===== config.mk =====
export PLATFORM = sky130hd
export DESIGN_NAME = version_record_tx
export DESIGN_NICKNAME = d
export VERILOG_FILES = /design/src/rtl/version_pkg.sv /design/src/rtl/version_tx_pkg.sv /design/src/rtl/version_record_rom.sv /design/src/rtl/version_record_tx.sv
export SDC_FILE = /design/constraint.sdc
export NUM_CORES = 1
export LEC_CHECK = 0
export CORE_MARGIN = 2
export CORE_UTILIZATION = 64
export CTS_BUF_LIST = sky130_fd_sc_hd__clkbuf_4 sky130_fd_sc_hd__clkbuf_8
export CTS_CLUSTER_DIAMETER = 100
export DETAILED_ROUTE_END_ITERATION = 8
export PLACE_DENSITY = 0.95
export RECOVER_POWER = 100
export SLEW_MARGIN = 20
export SYNTH_ARGS = -nofsm -noshare
export SYNTH_HDL_FRONTEND = slang
export SYNTH_SLANG_ARGS = --single-unit

===== constraint.sdc =====
create_clock -name clk -period 5.55 [get_ports clk]
set_clock_uncertainty 0.2 [all_clocks]
set_input_delay 1.665 -clock clk [delete_from_list [all_inputs] [get_ports clk]]
set_output_delay 1.665 -clock clk [all_outputs]
set_load 0.02 [all_outputs]

===== src/rtl/version_pkg.sv =====
// Build identification constants stamped into the image at build time.
// Timestamp fields are BCD so the host can print them as-is.
package version_pkg;

   localparam logic [7:0]  VERSION_MAJOR = 8'd0;
   localparam logic [7:0]  VERSION_MINOR = 8'd0;
   localparam logic [7:0]  VERSION_PATCH = 8'd0;
   localparam logic [7:0]  VERSION_BUILD = 8'd64;

   localparam logic [15:0] BUILD_YEAR    = 16'h2025;
   localparam logic [7:0]  BUILD_MONTH   = 8'h11;
   localparam logic [7:0]  BUILD_DAY     = 8'h08;
   localparam logic [7:0]  BUILD_HOUR    = 8'h15;
   localparam logic [7:0]  BUILD_MINUTE  = 8'h03;
   localparam logic [7:0]  BUILD_SECOND  = 8'h23;

endpackage


===== src/rtl/version_tx_pkg.sv =====
// Shared types and frame layout for the version record transmitter.
// Version fields are re-exported here so users only need this package.
package version_tx_pkg;

   import version_pkg::*;

   typedef enum logic {
      ST_IDLE = 1'b0,
      ST_SEND = 1'b1
   } tx_state_t;

   localparam logic [7:0] C_VERSION_REC_LEN = 8'd12;
   localparam logic [7:0] C_DEFAULT_SYNC    = 8'hA5;

   // Byte position of each field within a frame
   localparam logic [3:0] IDX_SYNC   = 4'd0;
   localparam logic [3:0] IDX_LEN    = 4'd1;
   localparam logic [3:0] IDX_SEQ    = 4'd2;
   localparam logic [3:0] IDX_MAJOR  = 4'd3;
   localparam logic [3:0] IDX_MINOR  = 4'd4;
   localparam logic [3:0] IDX_PATCH  = 4'd5;
   localparam logic [3:0] IDX_BUILD  = 4'd6;
   localparam logic [3:0] IDX_YEAR_H = 4'd7;
   localparam logic [3:0] IDX_YEAR_L = 4'd8;
   localparam logic [3:0] IDX_MONTH  = 4'd9;
   localparam logic [3:0] IDX_DAY    = 4'd10;
   localparam logic [3:0] IDX_HOUR   = 4'd11;
   localparam logic [3:0] IDX_MINUTE = 4'd12;
   localparam logic [3:0] IDX_SECOND = 4'd13;
   localparam logic [3:0] IDX_CHK    = 4'd14;

   localparam logic [7:0] C_VER_MAJOR  = VERSION_MAJOR;
   localparam logic [7:0] C_VER_MINOR  = VERSION_MINOR;
   localparam logic [7:0] C_VER_PATCH  = VERSION_PATCH;
   localparam logic [7:0] C_VER_BUILD  = VERSION_BUILD;
   localparam logic [7:0] C_YEAR_HI    = BUILD_YEAR[15:8];
   localparam logic [7:0] C_YEAR_LO    = BUILD_YEAR[7:0];
   localparam logic [7:0] C_TS_MONTH   = BUILD_MONTH;
   localparam logic [7:0] C_TS_DAY     = BUILD_DAY;
   localparam logic [7:0] C_TS_HOUR    = BUILD_HOUR;
   localparam logic [7:0] C_TS_MINUTE  = BUILD_MINUTE;
   localparam logic [7:0] C_TS_SECOND  = BUILD_SECOND;

endpackage


===== src/rtl/version_record_rom.sv =====
// Combinational byte selector for one position of the version record frame.
// SEQ and CHK come in from the transmitter; everything else is constant.
module version_record_rom
   import version_tx_pkg::*;
#(
   parameter logic [7:0] SYNC_BYTE = C_DEFAULT_SYNC
) (
   input  logic [3:0] index,
   input  logic [7:0] seq,
   input  logic [7:0] chk,
   output logic [7:0] data
);

   always_comb begin
      data = 8'h00;
      case (index)
         IDX_SYNC:   data = SYNC_BYTE;
         IDX_LEN:    data = C_VERSION_REC_LEN;
         IDX_SEQ:    data = seq;
         IDX_MAJOR:  data = C_VER_MAJOR;
         IDX_MINOR:  data = C_VER_MINOR;
         IDX_PATCH:  data = C_VER_PATCH;
         IDX_BUILD:  data = C_VER_BUILD;
         IDX_YEAR_H: data = C_YEAR_HI;
         IDX_YEAR_L: data = C_YEAR_LO;
         IDX_MONTH:  data = C_TS_MONTH;
         IDX_DAY:    data = C_TS_DAY;
         IDX_HOUR:   data = C_TS_HOUR;
         IDX_MINUTE: data = C_TS_MINUTE;
         IDX_SECOND: data = C_TS_SECOND;
         IDX_CHK:    data = chk;
         default:    data = 8'h00;
      endcase
   end

endmodule


===== src/rtl/version_record_tx.sv =====
// Streams the build identification as a framed, checksummed byte record
// over a valid/ready byte stream, with a rolling per-frame sequence number.
module version_record_tx
   import version_tx_pkg::*;
#(
   parameter logic [7:0] SYNC_BYTE        = C_DEFAULT_SYNC,
   parameter int         INCLUDE_CHECKSUM = 1
) (
   input  logic       clk,
   input  logic       rst_n,
   input  logic       req_i,
   output logic       busy_o,
   output logic [7:0] m_data_o,
   output logic       m_valid_o,
   input  logic       m_ready_i,
   output logic       m_last_o,
   output logic       done_o
);

   localparam logic [3:0] LAST_IDX = (INCLUDE_CHECKSUM != 0) ? IDX_CHK : IDX_SECOND;

   tx_state_t  state;
   tx_state_t  state_next;
   logic [3:0] idx;
   logic [7:0] seq;
   logic [7:0] acc;
   logic [7:0] chk;
   logic [7:0] rom_byte;
   logic       pending;
   logic       done_q;
   logic       hs;
   logic       last_hs;
   logic       start;

   assign hs      = m_valid_o && m_ready_i;
   assign last_hs = hs && (idx == LAST_IDX);
   assign start   = (state == ST_IDLE) && req_i;
   assign chk     = 8'h00 - acc;

   version_record_rom #(
      .SYNC_BYTE (SYNC_BYTE)
   ) u_rom (
      .index (idx),
      .seq   (seq),
      .chk   (chk),
      .data  (rom_byte)
   );

   always_ff @(posedge clk or negedge rst_n) begin
      if (!rst_n) begin
         state <= ST_IDLE;
      end else begin
         state <= state_next;
      end
   end

   // A frame ends on its last handshake unless another request is queued
   // or arriving right now, in which case SEND continues with no gap.
   always_comb begin
      state_next = state;
      case (state)
         ST_IDLE: if (req_i) state_next = ST_SEND;
         ST_SEND: if (last_hs && !(pending || req_i)) state_next = ST_IDLE;
         default: state_next = ST_IDLE;
      endcase
   end

   always_comb begin
      busy_o    = (state == ST_SEND);
      m_valid_o = (state == ST_SEND);
      m_last_o  = (state == ST_SEND) && (idx == LAST_IDX);
      m_data_o  = (state == ST_SEND) ? rom_byte : 8'h00;
      done_o    = done_q;
   end

   always_ff @(posedge clk or negedge rst_n) begin
      if (!rst_n) begin
         idx <= 4'd0;
      end else if (last_hs) begin
         idx <= 4'd0;
      end else if (hs) begin
         idx <= idx + 4'd1;
      end
   end

   // Checksum is built from bytes as they are accepted, so stalls never
   // disturb it; SYNC is deliberately left out of the sum.
   always_ff @(posedge clk or negedge rst_n) begin
      if (!rst_n) begin
         acc <= 8'h00;
      end else if (start || last_hs) begin
         acc <= 8'h00;
      end else if (hs && (idx != IDX_SYNC)) begin
         acc <= acc + rom_byte;
      end
   end

   always_ff @(posedge clk or negedge rst_n) begin
      if (!rst_n) begin
         seq <= 8'h00;
      end else if (last_hs) begin
         seq <= seq + 8'h01;
      end
   end

   always_ff @(posedge clk or negedge rst_n) begin
      if (!rst_n) begin
         pending <= 1'b0;
      end else if (last_hs) begin
         pending <= 1'b0;
      end else if ((state == ST_SEND) && req_i) begin
         pending <= 1'b1;
      end
   end

   always_ff @(posedge clk or negedge rst_n) begin
      if (!rst_n) begin
         done_q <= 1'b0;
      end else begin
         done_q <= last_hs;
      end
   end

endmodule


==> flow_summary.yaml <==
worst_setup_path:
  critPathKind: "reg -> out"
  path_max_fanout: 11
  critical-path-max-stage-delay_ns: 0.67
  cp-start-kind: "register"
  crit_chain: "inv_1, ha_1, nor2_1, a32oi_1, nor2b_1, and2_1, dlygate4sd3_1"
  cp_data_required_time_ns: 3.69
  crit_path_top_delay_cell: "dlygate4sd3_1"
  end_kind: "primary output"
  crit_arrival_ns: 2.83
detailed_routing:
  routed_wl_mm: 4.25
  vias: 1556
  vias_per_cell: 6.51
  wl_per_cell_um: 17.8
  drc: 0
  ant_nets: 0
  dr.first_iter.drc_count: 110
  dr.pass1.iters: 4
logic_synthesis:
  synth_compound_area_frac: 0.206
  syn_inst: 195
  synth_common_cells: "23 x dfrtp_1, 19 x nand2_1, 14 x ha_1"
  synthMuxAreaShare: 0.00640
  synth_area_per_cell_sq_um: 9.03
  synth-xor-area-share: 0.0796
  synth-main-ff-cell: "dfrtp_1"
  synth_edf_count: 0
  synth.distinct_cells: 48
  yosysTopAreaCellShare: 0.327
  synth_top_cell_by_area: "dfrtp_1"
  ys_warn_count: 0
  synth_fa_ha_area_frac: 0.111
  synth_seq_area_share: 0.327
  synth-async-reset-ratio: 1.00
  synthesis.area_sq_um: 1760
  ys_top_cells_by_area: "dfrtp_1 33%, ha_1 10%, xnor2_1 6.0%, nand2_1 4.1%, and2_1 3.6%"
  synth.most_common_cell: "dfrtp_1"
  synth-simple-area-share: 0.225
  synth.net_count: 214
  ys_seq_elements: 23
  synth_top_family_by_area: "simple AND/OR/NAND/NOR gates"
pwr:
  total_leakage_power_nw: 0.897
  cellPowerDensity_nw_per_um2: 555
  ir_drop_v: 0.000475
  total_power_mw: 1.07
flow_run:
  cap_violations: 0
cts:
  htreeDepth: 1
  cts.path.max_buffers: 2
  cts_tree: "built"
  cts-resized-gates: 0
  cts.sinks: 23
  postCtsHoldBufs: 0
  clock_latency_ns: 0.33
  clk_pin_slew_ns: 0.14
  cts-root-buf: "clkbuf_4"
  post_cts_buffers: 0
  cts_made_buffers: 3
die:
  die_h_um: 56.4
  fp.dieArea_sq_um: 3190
  initial_core_util: 0.655
  dieWidth_um: 56.4
  io_pins: 16
  num_rows: 19
  core-area_sq_um: 2690
sta:
  fin_crit_sh: 0.846
  hold_viol: 0
  tightest_slew_ns: 1.25
  drv_slew: 0
  timing.slew.headroom: 0.166
  setup_violations: 0
  setup-tns-final_ns: 0
  fin_crit_ns: 4.70
  rsz0062_at_grt: "no"
  max_freq_mhz: 213
  whs_ns: 0.294
finish:
  diodes: 0
  multiInputGateArea_sq_um: 1100
  fillCellCount: 195
  final_layout_size_suffix_gt1_frac: 0.0529
  nets: 228
  seq_area_sq_um: 576
  syn_to_final_growth_pct: 9.10
global_route:
  grt_max_degree: 24
  grt.total_usage: 0.280
  overflow: 0
  antenna_found_initial: 0
  grt_first_pass_wirelength_mm: 6.93
  grt_pass1_vias: 1537
placement:
  hpwlAfterDp_mm: 3.16
  port_buffers: 15
  gp_congestion: 0.984
run_status:
  status: "finished, final reports clean"
hold_path:
  hold_class: "reg -> reg"
==> metal layers <==
metal,global-route usage,vias to the layer above,routed length (um),part of all wire
met5,0,-,0,0
met4,0.133,0,110,0.026
met3,0.0415,13,204,0.048
met2,0.470,57,2130,0.50
met1,0.351,768,1810,0.43
li1,-,718,-,-
==> kinds of logic (layout without fill, tap and decap cells) <==
logic type,after synthesis,in the layout
flops,23,23
xor+xnor,16,16
buf+inv,15,28
compound gates,52,52
mux,1,1
simple gates,73,73
fa+ha+maj,15,15
==> critical path: cells and delay by family, from the launching register on <==
| kind | cells | cell delay (ns) |
|---|---|---|
| buf+inv | 2 | 0.82 |
| simple gates | 3 | 0.50 |
| flops | 1 | 0.47 |
| fa+ha+maj | 1 | 0.40 |
| compound gates | 1 | 0.31 |
==> per-stage QoR <==
step	setup WS, ns	util	instances	cell area [sq um]
2_1_floorplan	2.10	-	195	1760
3_3_place_gp	1.39	0.709	235	1900
3_5_place_dp	1.33	0.709	235	1900
4_1_cts	0.932	0.720	239	1930
5_1_grt	0.674	0.715	239	1920
6_report	0.854	0.715	239	1920
==> layout make-up <==
class | count | share of cell area
Tap cell | 31 | 0.0202
Timing Repair Buffer | 15 | 0.0749
Sequential cell | 23 | 0.300
Clock inverter | 1 | 0.00391
Inverter | 9 | 0.0176
Multi-Input combinational cell | 157 | 0.572
Clock buffer | 3 | 0.0117
==> final timing paths <==
| kind | from | endpoint | slack, ns | cells past startpoint |
|---|---|---|---|---|
| worst max-delay path | idx[0]$_DFFE_PN0P_ | m_data_o[0] | 0.85 | 7 |
| min in group asynchronous | rst_n | acc[3]$_DFFE_PN0P_ | 1.37 | 1 |
| max in group asynchronous | rst_n | acc[0]$_DFFE_PN0P_ | 3.05 | 1 |
| worst max register to register | idx[0]$_DFFE_PN0P_ | acc[6]$_DFFE_PN0P_ | 1.84 | 14 |
| worst min-delay path | seq[7]$_DFFE_PN0P_ | seq[7]$_DFFE_PN0P_ | 0.29 | 1 |
| worst min register to register | seq[7]$_DFFE_PN0P_ | seq[7]$_DFFE_PN0P_ | 0.29 | 1 |
==> cell usage in the layout (no fill, tap or decap), types with 2 or more instances in the layout <==
| master | n |
|---|---|
| a31oi_1 | 2 |
| xnor2_1 | 12 |
| dlygate4sd3_1 | 13 |
| a21o_1 | 5 |
| o21ai_1 | 5 |
| nor3_1 | 2 |
| nand2_1 | 19 |
| a22o_1 | 6 |
| a211oi_1 | 3 |
| a21oi_1 | 10 |
| nor2_1 | 14 |
| nand3_1 | 6 |
| inv_1 | 9 |
| o22ai_1 | 2 |
| dfrtp_1 | 23 |
| and2_1 | 9 |
| o21ai_0 | 4 |
| nor2b_1 | 4 |
| a32oi_1 | 2 |
| clkbuf_4 | 3 |
| and3_1 | 5 |
| nand2_2 | 2 |
| o31ai_1 | 2 |
| o211ai_1 | 2 |
| nand2b_1 | 3 |
| ha_1 | 14 |
| xor2_1 | 4 |
==> flip-flops by register name (all words and copies together) (netlist names) <==
| name | cells |
|---|---|
| pending | 1 |
| done_o | 1 |
| busy_o | 1 |
| idx | 4 |
| acc | 8 |
| seq | 8 |
==> power by group <==
part	internal, mW	switching, mW	total [mW]	leakage, nW
combinational	0.307	0.366	0.673	0.591
sequential	0.213	0.0951	0.308	0.292
clock	0.0276	0.0567	0.0843	0.0139
Power figures use the tool's default switching activity.
==> RTL edit, RTL diff (config.mk and constraints unchanged) <==
Make the reset (`rst_n`) synchronous in 6 clocked blocks.
--- a/src/rtl/version_record_tx.sv
+++ b/src/rtl/version_record_tx.sv
@@ -46,7 +46,7 @@
       .data  (rom_byte)
    );
 
-   always_ff @(posedge clk or negedge rst_n) begin
+   always_ff @(posedge clk) begin
       if (!rst_n) begin
          state <= ST_IDLE;
       end else begin
@@ -73,7 +73,7 @@
       done_o    = done_q;
    end
 
-   always_ff @(posedge clk or negedge rst_n) begin
+   always_ff @(posedge clk) begin
       if (!rst_n) begin
          idx <= 4'd0;
       end else if (last_hs) begin
@@ -85,7 +85,7 @@
 
    // Checksum is built from bytes as they are accepted, so stalls never
    // disturb it; SYNC is deliberately left out of the sum.
-   always_ff @(posedge clk or negedge rst_n) begin
+   always_ff @(posedge clk) begin
       if (!rst_n) begin
          acc <= 8'h00;
       end else if (start || last_hs) begin
@@ -95,7 +95,7 @@
       end
    end
 
-   always_ff @(posedge clk or negedge rst_n) begin
+   always_ff @(posedge clk) begin
       if (!rst_n) begin
          seq <= 8'h00;
       end else if (last_hs) begin
@@ -103,7 +103,7 @@
       end
    end
 
-   always_ff @(posedge clk or negedge rst_n) begin
+   always_ff @(posedge clk) begin
       if (!rst_n) begin
          pending <= 1'b0;
       end else if (last_hs) begin
@@ -113,7 +113,7 @@
       end
    end
 
-   always_ff @(posedge clk or negedge rst_n) begin
+   always_ff @(posedge clk) begin
       if (!rst_n) begin
          done_q <= 1'b0;
       end else begin
Function: differs if rst_n is asserted again (counterexample within 4 cycles, from zero or initial values and one cycle with rst_n low); with rst_n held inactive, the same outputs for 10 cycles.
==> RTL edit against the original RTL <==
  * Worst setup slack got worse by 0.11 ns
  * Wire length fell by 7.5%
  * Design area fell by 1.5%
  * Utilization rose by 3.5 points
  * Synthesized area fell by 1.3%
  * Synthesized cell count rose by 14%
  * Register-to-register slack improved by 0.02 ns
  * Sequential cell count did not move
  * Critical path type unchanged
Power is left out: it rests on default switching activity, and per cell area and clock period it moved more than threefold.
==> RTL edit: results (changes against the original RTL) <==
Slew headroom 50.3% (was 16.6%); first-pass GRT wire length 6310 um (was 6930 um); Tot GR Track Use 25.2% (was 28.0%); largest cells by area after synthesis dfxtp_1, ha_1, a21oi_1 (was dfrtp_1, ha_1, xnor2_1); area of the multi-input gates 1190 sq um (was 1100 sq um); most common flop cell mapped by yosys dfxtp_1 (was dfrtp_1); largest net degree at the start of global routing 22 (was 24); vias per cell 6.03 (was 6.51); Post-Synth XOR/XNOR Area 9.07% (was 7.96%); Final nets 253 (was 228); compound-gate portion of the synthesized area 20.1% (was 20.6%); Post-Route M1 WL 1770 um (was 1810 um); RePlAce Congestion 0.853 (was 0.984); CP max FO 10 (was 11); met1 GRT Util 34.5% (was 35.1%); metal3 WL 268 um (was 204 um); Inverters 7 (was 9); initial DRC count 72 (was 110); post-synthesis mux area share 1.15% (was 0.640%); met3 Resource Use GR 4.65% (was 4.15%); hpwl dp 3000 um (was 3160 um); Cell Area, Placed 1880 sq um (was 1900 sq um); metal2 WL 1830 um (was 2130 um); Post-Synth Adder-Cell Area 11.2% (was 11.1%); syn nets 242 (was 214); most frequent cells after synthesis a21oi_1, nor2_1, dfxtp_1 (was dfrtp_1, nand2_1, ha_1); register area 460 sq um (was 576 sq um); final WL 3930 um (was 4250 um); fin util 75.0% (was 71.5%); status completed (unchanged); vias in the first global route 1411 (was 1537); sequential share of the synthesized area 26.5% (was 32.7%); row cnt 18 (was 19); Signal buf overhead 7.94% (was 7.49%)
RTL edit: cell count changes after synthesis, sizes merged, moves of 3 or more:
cell,before,now
a21oi,10,28
a22o,6,0
dfrtp,23,0
dfxtp,0,23
nand3,6,10
nor2,14,25
nor3,3,7
o21ai,9,6
o21bai,0,4
xor2,4,8
RTL edit: path summary, 6_finish.rpt:
path	start	endpoint	slack (ns)	cells past startpoint
worst max-delay path	idx[0]	m_data_o[7]	0.74	8
worst min-delay path	acc[7]	acc[7]	0.30	2
worst max register to register	idx[0]	acc[7]	1.86	13
worst min register to register	acc[7]	acc[7]	0.30	2
RTL edit: kinds of logic after synthesis:
kind of cell	after synthesis
adder cells (fa/ha/maj)	15
multiplexers	2
AND/OR/NAND/NOR	93
AO/OA/AOI/OAI	56
flip-flops	23
XOR/XNOR	18
buffers and inverters	16
